File: src/rtl/seg_shift_ctrl.sv
// seg_shift_ctrl: serial frame controller for the seven-segment display path.
// Captures a WIDTH-bit segment pattern and shifts it MSB-first to chained
// serial-in shift registers. It generates seg_clk and seg_sout, and blanks the
// display (seg_pen=0) while a frame is in flight.
// Optional feature macro: SEG_AUTO_REFRESH_EN. When it is defined, the block
// starts a frame on its own whenever the idle data differs from the last frame.
module seg_shift_ctrl #(
  parameter int WIDTH   = 64,
  parameter int CLK_DIV = 2
) (
  input  logic             clk,
  input  logic             rst,
  input  logic             start,
  input  logic [WIDTH-1:0] data,
  output logic             busy,
  output logic             done,
  output logic             seg_clk,
  output logic             seg_sout,
  output logic             seg_pen,
  output logic             seg_clrn
);

  localparam int PW = (CLK_DIV > 1) ? $clog2(CLK_DIV) : 1;
  localparam int BW = (WIDTH > 1) ? $clog2(WIDTH) : 1;
  localparam logic [PW-1:0] PH_LAST  = PW'(CLK_DIV - 1);
  localparam logic [BW-1:0] BIT_LAST = BW'(WIDTH - 1);

  typedef enum logic [1:0] {IDLE, SHIFT, DONE} state_t;

  state_t           state;
  logic             pending;
  logic [WIDTH-1:0] shreg;
  logic [PW-1:0]    phase;
  logic [BW-1:0]    bitcnt;
  logic             accept;

`ifdef SEG_AUTO_REFRESH_EN
  logic [WIDTH-1:0] last;

  // copy of the last accepted frame; idle data differing from it acts as start
  always_ff @(posedge clk or negedge rst) begin
    if (!rst)                           last <= '0;
    else if (state == IDLE && accept)   last <= data;
  end

  assign accept = start | pending | (data != last);
`else
  assign accept = start | pending;
`endif

  // the shift register MSB is the serial line; it is zero whenever idle
  assign seg_sout = shreg[WIDTH-1];

  // clear to the shift registers is released on the first edge after reset
  always_ff @(posedge clk or negedge rst) begin
    if (!rst) seg_clrn <= 1'b0;
    else      seg_clrn <= 1'b1;
  end

  // frame FSM: seg_clk doubles as the half-bit indicator inside SHIFT
  always_ff @(posedge clk or negedge rst) begin
    if (!rst) begin
      state   <= IDLE;
      pending <= 1'b0;
      shreg   <= '0;
      phase   <= '0;
      bitcnt  <= '0;
      busy    <= 1'b0;
      done    <= 1'b0;
      seg_clk <= 1'b0;
      seg_pen <= 1'b0;
    end else begin
      case (state)
        IDLE: begin
          if (accept) begin
            shreg   <= data;
            pending <= 1'b0;
            bitcnt  <= BIT_LAST;
            phase   <= '0;
            seg_clk <= 1'b0;
            busy    <= 1'b1;
            seg_pen <= 1'b0;
            state   <= SHIFT;
          end
        end
        SHIFT: begin
          if (start) pending <= 1'b1;
          if (phase == PH_LAST) begin
            phase   <= '0;
            seg_clk <= ~seg_clk;
            // end of the high half: next bit, or finish after bit 0
            if (seg_clk) begin
              shreg <= shreg << 1;
              if (bitcnt == '0) begin
                state   <= DONE;
                done    <= 1'b1;
                seg_pen <= 1'b1;
              end else begin
                bitcnt <= bitcnt - 1'b1;
              end
            end
          end else begin
            phase <= phase + 1'b1;
          end
        end
        DONE: begin
          if (start) pending <= 1'b1;
          done  <= 1'b0;
          busy  <= 1'b0;
          state <= IDLE;
        end
        default: state <= IDLE;
      endcase
    end
  end

endmodule

File: config.mk
export PLATFORM = sky130hd
export DESIGN_NAME = seg_shift_ctrl
export DESIGN_NICKNAME = d
export VERILOG_FILES = /design/src/rtl/seg_shift_ctrl.sv
export SDC_FILE = /design/constraint.sdc
export NUM_CORES = 1
export LEC_CHECK = 0
export ABC_AREA = 0
export ABC_CLOCK_PERIOD_IN_PS = 2400
export BUFFER_PORTS_ARGS = -buffer_cell sky130_fd_sc_hd__clkbuf_2
export CORE_ASPECT_RATIO = 1.4
export CORE_MARGIN = 4
export CORE_UTILIZATION = 40
export DETAILED_ROUTE_END_ITERATION = 10
export PLACE_DENSITY_LB_ADDON = 0.05
export SYNTH_ARGS = -nofsm -noshare
export SYNTH_HDL_FRONTEND = slang
export SYNTH_SLANG_ARGS = --single-unit
export TNS_END_PERCENT = 50
File: constraint.sdc
create_clock -name clk -period 2.4 [get_ports clk]
set_input_delay 0.48 -clock clk [delete_from_list [all_inputs] [get_ports clk]]
set_output_delay 0.48 -clock clk [all_outputs]
set_load 0.005 [all_outputs]
# After elaboration in Yosys (flattened, before gate mapping)
# Index checks and enable logic that the tools add are counted.
# totals
register_bits,79
out_inout_bits,6
# classes
n_bitwise,2
muxes,28
n_reduce_logical,16
eq_ne,8
addsub,2
# ops
operator,count
$mux 64,3
$pmux 64 s2,1
$mux 6,4
$pmux 1 s2,6
$pmux 6 s2,1
$reduce_and 4->1,3
$ne 2x2->1 const B,5
$reduce_and 5->1,2
$mux 1,8
$mux 2,4
$reduce_bool 2->1,4
$logic_not 6->1,1
$reduce_and 3->1,2
$sub 6x1->6 const B,1
$pmux 2 s2,1
$reduce_and 2->1,2
$eq 2x1->1 const B,1
$eq 2x2->1 const B,1
$logic_not 2->1,1
$ne 2x1->1 const B,1
$reduce_or 2->1,1
$add 1x1->1 const B,1
$not 1->1,1
$or 1x1->1,1

# Longest topological paths before layout
# depth
ltp_word,5
mapped_depth,8
mapped_depth_nobuf,6

# Worst setup path after synthesis
# Ideal clock, no wire load.
# synth_timing
kind,reg-to-reg
from,reg state[1]
to,reg bitcnt[0]
path_buffers,1
stages_incl_launch_ff,8
synth_period_minus_slack_ps,1874
slack_ps,526
setup_time_ps,128
t_required_ps,2272
arrival_ps,1747
cell_sequence,dfrtp_1 > inv_1 > ha_1 > clkbuf_2 > a21boi_1 > nor3_2 > a21boi_2 > mux2_1
# synth_via
elab_chain_cells,3
elab_cells_between_ends,9
classes_between,5 x eq/ne; 1 x mux; 3 x reduce/logical
# synth_rtl
element,line,source
start: declaration,30,state_t state;
start signal: assignment,63,state <= IDLE;
start signal: assignment,83,state <= SHIFT;
start signal: assignment,95,state <= DONE;
$eq 2x1->1 / $logic_not 2->1 (equally long branches),73,case (state)
$ne 2x2->1 (no line) / $reduce_bool 2->1 (equally long branches),-,
$reduce_and 5->1 (no line),-,
end signal: assignment,99,bitcnt <= bitcnt - 1'b1;
end: declaration,34,logic [BW-1:0] bitcnt;
# Several ways; a longest one is shown, not always the timed one.
# A chain may end at the register's enable or synchronous reset.

# Worst setup path after layout
# layout_timing
from,reg state[1]
to,reg shreg[21]
# layout_via
elab_chain_cells,3
elab_cells_between_ends,8
classes_between,4 x eq/ne; 1 x mux; 3 x reduce/logical
# layout_rtl
element,line,source
$eq 2x1->1 / $logic_not 2->1 (equally long branches),73,
$ne 2x2->1 (no line) / $reduce_bool 2->1 (equally long branches),-,
$reduce_and 4->1 (no line),-,
end signal: assignment,76,shreg <= data;
end signal: assignment,93,shreg <= shreg << 1;
end: declaration,32,logic [WIDTH-1:0] shreg;
# Several ways; a longest one is shown, not always the timed one.

==> key figures <==
Route
  – Vias: 3723
  – DR vias/cell: 5.667
  – Drt wl/cell: 16.78 µm
  – WL final: 11.03 mm
  – First drt pass iteration count: 4
  – DRT iter0 DRCs: 211
  – Drt drc: 0
  – Final ANT Viol Nets: 0

Clock tree
  – Num Clock Sinks: 79
  – Clock Tree Buf Depth: 2
  – Inserted Clock Buffers: 9
  – Clock transition at path regs: 60 ps
  – CTS Hold Bufs: 0
  – Post-CTS setup repair buffer count: 0
  – Post-cts repair resize count: 0
  – # H-tree levels: 3
  – CTS tree: built
  – Clk_lat worst skew: 330 ps
  – Root Driver: clkbuf_16

Power and ir drop
  – Total Power: a little under 0.008 W
  – Net Sw Frac: 0.3828
  – Leakage power: 2.155 nW
  – Pwr Density: 1500 mW/mm²
  – Clock power frac: 0.169
  – Gate power share: 0.503
  – Peak supply drop: 0.6595 mV
  – Switching pwr: 0.003046 W
  – Internal: around 0.0049 W
  – Sequential fraction of design power: 0.327

Global route
  – Initial antenna violation count: 0
  – Pin count of the biggest net entering global routing: 62
  – First-pass GRT wire length: 18.67 mm
  – Vias in the first global route: 3767
  – GRT Overall Usage: 0.1725
  – GRT overflow: 0

STA
  – Tcrit/Tclk final: 0.9192
  – Layout Skew: 3.934 ps
  – Post-route setup slack: 194.0 ps
  – Post-route setup TNS: 0 ps
  – RSZ-0062 raised after global routing: false
  – Final min period: 2206 ps
  – Pins Over Slew Limit: 0
  – # setup viols final: 0
  – Final Hold Fails: 0
  – Fmax: ~450 MHz

Synth
  – Sequential fraction of the synthesis area: 0.4432
  – Synth area leaders: dfrtp_1, o221a_2, nor3b_1
  – Share of synthesized registers carrying an async set or reset: 1.000
  – Ys Warns: 0
  – #FFs+latches synth: slightly below 80
  – Synth top area share: 0.4432
  – Distinct cell type count after synthesis: 45
  – Leading area contributor after synthesis: dfrtp_1
  – Cells after Synth: 456
  – Post-synth EDFFs: 0
  – Most used DFF post-synth: dfrtp_1
  – Mapped Area: 0.004461 mm²
  – Syn_nets: 530
  – Mean Syn Cell Area: 9.782 µm²

Place
  – HPWL after DPL: 7.038 mm
  – GPL Wtd Cong: 0.7303
  – Port bufs: 72
  – Worst slack at placement: 190.3 ps
  – Placed Instance Area: roughly 0.005 mm²

Critical path
  – CP dominant cell by count: buf_12
  – CP endpoint kind: register
  – Critical path fanouts, max: between 60 and 70
  – CP bufs+invs: 3
  – Crit path depth: 8
  – CP top delay family: buffers and inverters
  – CP max stage delay: about 400 ps
  – Worst EP arrival: 2470 ps
  – CP max-delay cell: dfrtp_1
  – Crit start category: register
  – Worst-case reg-to-reg path depth: 8
  – Req. time, crit path: 2670 ps
  – Setup CP Type: register to register
  – Cell chain of the critical path: inv_1 > ha_1 > nor3b_4 > buf_12 > nor2_4 > nand2_2 > buf_12 > o221a_2

Floorplanning
  – Starting Density: 0.4105
  – # rows: 45
  – I/O pin cnt: 73
  – Die W: approximately 97 µm
  – Die ar.: 0.01293 mm²
  – Core Footprint: about 0.011 mm²
  – Die height: 132.9 µm

Layout
  – Nets: 585
  – Layout cell share with drive strength beyond 1: 0.3469
  – Ant diodes: 0
  – Fillers: 1031
  – Post-Layout Inst Area: 0.005305 mm²
  – P&R area growth vs syn: 18.93%

Worst hold path
  – Hold WC Path Type: primary input to async pin

Run
  – Max Cap Violations: 0

Run status
  – Status: finished clean
## per-layer routing
layer	wire length, µm	vias up	global-route usage
li1	-	1816	-
met1	5220	1822	0.2304
met2	5276	78	0.2823
met3	432	7	0.03639
met4	97	0	0.05158
met5	0	-	0
## power by group through the flow
| stage | registers (W) | logic, W | clock network (W) |
|---|---|---|---|
| final | 0.00260 | 0.00400 | 0.00135 |
| after global routing | 0.00269 | 0.00448 | 0.00144 |
| after CTS | 0.00260 | 0.00405 | 0.00138 |
| after detailed placement | 0.00261 | 0.00403 | 0 |
| after global placement | 0.00260 | 0.00396 | 0 |
| after floorplan | 0.00246 | 0.00316 | 0 |
## cells in the final DEF, fill, tap and decap left out, types with 5 or more instances in the layout
master | netlist | final
o221a_2 | 62 | 62
buf_4 | 1 | 12
nor2_1 | 67 | 66
a21oi_1 | 5 | 5
inv_1 | 8 | 8
o21ai_0 | 65 | 65
ha_1 | 7 | 6
clkbuf_16 | 0 | 9
nor3b_1 | 62 | 62
clkbuf_2 | 1 | 71
nand2_1 | 9 | 8
dfrtp_1 | 79 | 79
## logic make-up after synthesis
kind of cell,synth area share
flip-flops,0.4432
adder cells (fa/ha/maj),0.01963
buffers and inverters,0.04881
multiplexers,0.01234
AND/OR/NAND/NOR,0.2065
other,0.0008407
AO/OA/AOI/OAI,0.2687
## through the flow
| step | utilization | hold slack, ps | cells |
|---|---|---|---|
| 2_1_floorplan | - | 184.4 | 456 |
| 5_1_grt | 0.4882 | 105.9 | 657 |
| 6_report | 0.4882 | 73.51 | 657 |
| 3_3_place_gp | 0.4606 | 442.9 | 641 |
| 4_1_cts | 0.4879 | 87.51 | 657 |
| 3_5_place_dp | 0.4606 | 442.1 | 641 |
## registers in the layout, summed over array words and instances (netlist names)
signal and count:
shreg 64, bitcnt 6, state 2, busy 1, done 1, pending 1, phase 1, seg_clk 1
seg_clrn 1, seg_pen 1
## path summary, 6_finish.rpt
path                                       start               endpoint  slack [ps]
max                         state[1]$_DFFE_PN0P_  shreg[21]$_DFFE_PN0P_         190
min                                          rst     seg_clrn$_DFF_PN0_          70
max reg2reg                 state[1]$_DFFE_PN0P_  shreg[21]$_DFFE_PN0P_         190
min reg2reg                shreg[58]$_DFFE_PN0P_  shreg[58]$_DFFE_PN0P_         480
max in group asynchronous                    rst  shreg[49]$_DFFE_PN0P_        1720
min in group clk                         data[0]   shreg[0]$_DFFE_PN0P_         460
## Yosys cell counts (2+ instances only)
| master | number |
|---|---|
| dfrtp_1 | 79 |
| nor2_1 | 67 |
| o21ai_0 | 65 |
| nor3b_1 | 62 |
| o221a_2 | 62 |
| clkbuf_1 | 27 |
| buf_2 | 14 |
| nand2_1 | 9 |
| inv_1 | 8 |
| ha_1 | 7 |
| a21oi_1 | 5 |
| nand3_1 | 4 |
| o21ai_1 | 4 |
| mux2_1 | 3 |
| nor3_1 | 3 |
| nand2b_1 | 2 |
| nand4_1 | 2 |
| nor2b_1 | 2 |
| nor3_2 | 2 |
| o221a_1 | 2 |
| o31ai_1 | 2 |
| or3_4 | 2 |
## area by class of cell
| cell class | count | area [µm²] | area share |
|---|---|---|---|
| Inverter | 8 | 30.03 | 0.005660 |
| Clock buffer | 14 | 284.0 | 0.05354 |
| Multi-Input combinational cell | 325 | 2288 | 0.4314 |
| Clock inverter | 2 | 12.51 | 0.002358 |
| Tap cell | 141 | 176.4 | 0.03325 |
| Sequential cell | 79 | 1977 | 0.3726 |
| Timing Repair Buffer | 88 | 536.8 | 0.1012 |
Note: power is estimated with default switching activity, not from simulation.
